### src/rtl/lc3_wb_pkg.sv
// Shared types and condition-code constants for the LC3 writeback stage.
package lc3_wb_pkg;

  typedef enum logic [1:0] {
    WB_ALU = 2'd0,
    WB_MEM = 2'd1,
    WB_PC  = 2'd2
  } wb_sel_t;

  typedef logic [2:0]  reg_idx_t;
  typedef logic [15:0] word_t;

  localparam logic [2:0] PSR_N = 3'b100;
  localparam logic [2:0] PSR_Z = 3'b010;
  localparam logic [2:0] PSR_P = 3'b001;

  // Exactly one NZP bit is set; sign wins over zero.
  function automatic logic [2:0] nzp_code(input logic neg, input logic zero);
    logic [2:0] code;
    if (neg) begin
      code = PSR_N;
    end else if (zero) begin
      code = PSR_Z;
    end else begin
      code = PSR_P;
    end
    return code;
  endfunction

endpackage

### src/rtl/lc3_regfile.sv
// General-purpose register file: one write port, two combinational read ports.
// Write-first forwarding is compiled in when LC3_WB_BYPASS_EN is defined.
import lc3_wb_pkg::*;

module lc3_regfile #(
  parameter int DW   = 16,
  parameter int NREG = 8
) (
  input  logic                    clock,
  input  logic                    reset,
  input  logic                    we_i,
  input  logic [$clog2(NREG)-1:0] waddr_i,
  input  logic [DW-1:0]           wdata_i,
  input  logic [$clog2(NREG)-1:0] raddr1_i,
  input  logic [$clog2(NREG)-1:0] raddr2_i,
  output logic [DW-1:0]           rdata1_o,
  output logic [DW-1:0]           rdata2_o
);

  logic [DW-1:0] mem_q [NREG];
  logic [DW-1:0] mem_d [NREG];

  // Next-state: only the addressed entry changes on a write.
  always_comb begin
    for (int i = 0; i < NREG; i++) begin
      mem_d[i] = mem_q[i];
    end
    if (we_i) begin
      mem_d[waddr_i] = wdata_i;
    end else begin
      mem_d[waddr_i] = mem_q[waddr_i];
    end
  end

  // Storage with asynchronous clear.
  always_ff @(posedge clock or posedge reset) begin
    if (reset) begin
      for (int i = 0; i < NREG; i++) begin
        mem_q[i] <= {DW{1'b0}};
      end
    end else begin
      for (int i = 0; i < NREG; i++) begin
        mem_q[i] <= mem_d[i];
      end
    end
  end

`ifdef LC3_WB_BYPASS_EN
  // Read ports forward the in-flight write data when addresses collide.
  always_comb begin
    if (we_i && (raddr1_i == waddr_i)) begin
      rdata1_o = wdata_i;
    end else begin
      rdata1_o = mem_q[raddr1_i];
    end
    if (we_i && (raddr2_i == waddr_i)) begin
      rdata2_o = wdata_i;
    end else begin
      rdata2_o = mem_q[raddr2_i];
    end
  end
`else
  // Read ports return stored contents only.
  always_comb begin
    rdata1_o = mem_q[raddr1_i];
    rdata2_o = mem_q[raddr2_i];
  end
`endif

endmodule

### src/rtl/lc3_writeback.sv
// LC3 writeback stage: source mux, NZP condition code and register file.
// Optional write-first read forwarding: define LC3_WB_BYPASS_EN.
import lc3_wb_pkg::*;

module lc3_writeback #(
  parameter int DW   = 16,
  parameter int NREG = 8
) (
  input  logic                    clock,
  input  logic                    reset,
  input  logic                    enable_writeback,
  input  logic [1:0]              W_Control,
  input  logic [DW-1:0]           aluout,
  input  logic [DW-1:0]           memout,
  input  logic [DW-1:0]           pcout,
  input  logic [$clog2(NREG)-1:0] dr,
  input  logic [$clog2(NREG)-1:0] sr1,
  input  logic [$clog2(NREG)-1:0] sr2,
  output logic [DW-1:0]           d1,
  output logic [DW-1:0]           d2,
  output logic [2:0]              psr
);

  logic [DW-1:0] wb_data_s;
  logic [2:0]    psr_q;
  logic [2:0]    psr_d;

  // Writeback source select; the reserved code falls back to the ALU.
  always_comb begin
    case (W_Control)
      WB_ALU:  wb_data_s = aluout;
      WB_MEM:  wb_data_s = memout;
      WB_PC:   wb_data_s = pcout;
      default: wb_data_s = aluout;
    endcase
  end

  // Condition code follows the value being written.
  always_comb begin
    psr_d = psr_q;
    if (enable_writeback) begin
      psr_d = nzp_code(wb_data_s[DW-1], wb_data_s == {DW{1'b0}});
    end else begin
      psr_d = psr_q;
    end
  end

  // Condition-code register; all-zero only until the first write.
  always_ff @(posedge clock or posedge reset) begin
    if (reset) begin
      psr_q <= 3'b000;
    end else begin
      psr_q <= psr_d;
    end
  end

  assign psr = psr_q;

  lc3_regfile #(
    .DW   (DW),
    .NREG (NREG)
  ) u_regfile (
    .clock    (clock),
    .reset    (reset),
    .we_i     (enable_writeback),
    .waddr_i  (dr),
    .wdata_i  (wb_data_s),
    .raddr1_i (sr1),
    .raddr2_i (sr2),
    .rdata1_o (d1),
    .rdata2_o (d2)
  );

endmodule

### config.mk
export PLATFORM = sky130hd
export DESIGN_NAME = lc3_writeback
export DESIGN_NICKNAME = d
export VERILOG_FILES = /design/src/rtl/lc3_wb_pkg.sv /design/src/rtl/lc3_regfile.sv /design/src/rtl/lc3_writeback.sv
export SDC_FILE = /design/constraint.sdc
export NUM_CORES = 1
export LEC_CHECK = 0
export ABC_CLOCK_PERIOD_IN_PS = 4200
export BUFFER_PORTS_ARGS = -buffer_cell sky130_fd_sc_hd__buf_2
export CORE_MARGIN = 4
export CORE_UTILIZATION = 54
export CTS_CLUSTER_SIZE = 28
export DETAILED_ROUTE_END_ITERATION = 10
export GPL_TIMING_DRIVEN = 0
export PLACE_DENSITY_LB_ADDON = 0.05
export SLEW_MARGIN = 25
export SYNTH_ARGS = -nofsm -noshare
export SYNTH_HDL_FRONTEND = slang
export SYNTH_SLANG_ARGS = --single-unit
### constraint.sdc
create_clock -name clock -period 4.2 [get_ports clock]
set_clock_uncertainty 0.2 [all_clocks]
set_input_delay 0.63 -clock clock [delete_from_list [all_inputs] [get_ports clock]]
set_output_delay 0.63 -clock clock [all_outputs]
set_load 0.01 [all_outputs]
==> summary.txt <==
Clock tree
  • Clk Latency, worst-skew pair: 0.43 ns
  • CTS-repair resized insts: 0
  • Clk root buf: clkbuf_16
  • Clk slew on worst S/H paths: 0.06 ns
  • TritonCTS clock tree: yes
  • Post-CTS setup buffer count: 0
  • H-tree Lvls: 4
  • Clock Path Buffers: 2
  • Cts bufs inserted: 17
  • # clock sinks: 131
  • CTS Hold Bufs: 0

Drt
  • Vias per inst: 7.09
  • DRC viols: 0
  • Final ANT Viol Nets: 0
  • Routed WL: 30.4 mm
  • Initial DRC count: 1,082
  • Vias post-DR: 7,637
  • DR WL/cell: 28.3 microns
  • Drt first pass iters: 6

Yosys
  • Dominant cell type by area after synthesis: dfrtp_1
  • Post-synthesis cell count: 766
  • Top-area cell type share of the netlist area: 40.5%
  • EDFF count, synth: 0
  • Seq cells post-synth: 131
  • Post-Synthesis Cell Area: 8090 sq um
  • Mean Syn Cell Area: 10.6 sq um
  • Sequential element share of the synthesized area: 40.5%
  • Area contributors post-synth: dfrtp_1 (41%), mux4_2 (19%), o21ai_0 (9.4%)
  • Synth Flop Type: dfrtp_1
  • Yosys cell types: 41
  • Yosys warning count: 0
  • Async SR Flop Fraction: 100%
  • Net count of the mapped netlist: 830

STA
  • Final hold viol count: 0
  • Maximum clock frequency: 301 MHz
  • Final setup violation count: 0
  • Fin. max-slew vios: 0
  • Worst hold slack: 0.0594 ns
  • Setup_tns: 0 ns
  • Max_slew headroom: 28.4%
  • RSZ-0062 raised after global routing: false
  • Pin slew with the least headroom to its limit: 1.07 ns
  • Fin crit period: 3.32 ns
  • Crit share post-route: 79.2%

Worst setup path
  • Max FO, Critical Path: 10
  • Worst Setup End Kind: output pin
  • Worst flop-to-flop path startpoint: u_regfile.mem_q[96]
  • CP arrival: 2.49 ns
  • Req. time, crit path: 3.37 ns
  • Origin of the worst setup path: sr1[2]
  • Critical Path Start Type: input port
  • Crit path kind: in -> out

Place
  • Post-DP HPWL: 20.5 mm
  • Port bufs: 91
  • Placed Cells: 1,045
  • RePlAce Congestion: 0.982

Final layout
  • Final Non-Filler Cells: 1,077
  • ANT cells: 0
  • Layout area overhead: 16.8%
  • Most common cell after layout, fill and taps aside: nand2_1
  • Most frequent cells in the layout: nand2_1 (154), o21ai_0 (152), dfrtp_1 (131), buf_2 (107), mux4_2 (69)
  • Share of post-route cells with drive strength above 1: 31.2%
  • Nets: 944

Power
  • Leak: 4.12 nW
  • Power Dens Cells: 477 nW/um^2
  • Clock power share: 32.9%
  • Peak supply drop: 0.322 mV
  • Sequential power share: 39.9%
  • P_int: 0.00305 W
  • Combinational fraction of design power: 27.2%
  • Switch share: 32.4%
  • Net Sw Power: 0.00146 W

Flow run
  • Max-cap violations: 0

Floorplanning
  • I/O pins: 97
  • Die Height: 130 microns
  • Core area: 14,600 sq um
  • Row cnt: 44
  • Die ar.: 17,000 sq um
  • Starting Density: 55.5%
  • Die width: 130 microns

Global route
  • Largest net degree at the start of global routing: 33
  • Total GRT Usage: 37.1%
  • Total congestion overflow: 0
  • Vias in the first global route: 7,540
  • Initial antenna violation count: 1
  • First-pass GRT wire length: 45.5 mm

Outcome
  • Status: completed

Worst hold path
  • Hold crit path type: in -> async
-- final timing paths --
kind	end	slack (ns)	depth (start not counted)
worst min register to register	psr[2]	0.30	2
max in group asynchronous	psr[2]	2.98	4
min in group clock	psr[2]	0.30	2
worst max register to register	u_regfile.mem_q[96]	1.79	5
worst max-delay path	d1[5]	0.88	4
worst min-delay path	u_regfile.mem_q[30]	0.06	2
-- cell type report --
| class | count | area (sq um) |
|---|---|---|
| buffer | 71 | 335 |
| inverter | 8 | 33.8 |
| fill | 1157 | 5140 |
| tap | 184 | 230 |
| clock buffer | 23 | 478 |
| timing repair buffer | 95 | 543 |
| sequential | 131 | 3280 |
| multi-input combinational | 556 | 4450 |
| clock inverter | 9 | 104 |
-- registers in the layout (all words and copies together), names as in the netlist --
register / cells
u_regfile.mem_q: 128
psr: 3
-- power groups by stage --
stage | Clock (W) | Combinational [W] | Sequential, W
2_1_floorplan | 0 | 0.000855 | 0.00171
3_3_place_gp | 0 | 0.00116 | 0.00177
3_5_place_dp | 0 | 0.00120 | 0.00180
4_1_cts | 0.00149 | 0.00121 | 0.00178
5_1_grt | 0.00155 | 0.00133 | 0.00182
6_report | 0.00148 | 0.00123 | 0.00180
-- stage by stage --
step	util [%]	setup WS (ns)	cell area, sq um	power [W]
after global routing	64.8	0.879	9450	0.00470
after detailed placement	60.8	0.815	8870	0.00300
final	64.8	0.875	9450	0.00451
after floorplan	-	1.39	8100	0.00256
after global placement	60.2	0.844	8780	0.00293
after CTS	64.8	0.980	9450	0.00448
-- cell families after synthesis --
kind of cell	after synthesis	share of synthesized area, %
AOI/OAI and AO/OA	236	17.4
muxes	129	27.5
adders and majority gates	2	0.309
buffers and inverters	79	4.51
and+or+nand+nor	189	9.74
DFF	131	40.5
-- metal layers --
metal	global-route usage [%]	part of all wire, %	up-vias
li1	-	-	3106
met1	49.3	36	3746
met2	54.1	44	649
met3	14.0	14	134
met4	18.0	5.1	2
met5	0	0.043	-
-- critical path, stage by stage --
cell and delay, ns:
buf_1 0.40, clkbuf_1 0.86, mux2_2 0.46, buf_2 0.15
-- cell usage after synthesis, types with 3 or more instances --
master    instances
clkbuf_1         43
mux4_2           69
dfrtp_1         131
o221ai_1          3
buf_1             5
o21ai_0         152
o22ai_1           4
nor2_1            5
or4_1             3
inv_1             8
o21ai_1           8
a22o_1            4
a221o_1           9
a221oi_1         13
buf_2            16
mux2i_1           4
a21oi_1          13
mux2_2           56
nand3_1           4
a22oi_1          16
nor2b_1           6
nand2_1         154
a22oi_2           3
buf_6             6
and3_1            7
(Power assumes the default switching activity.)
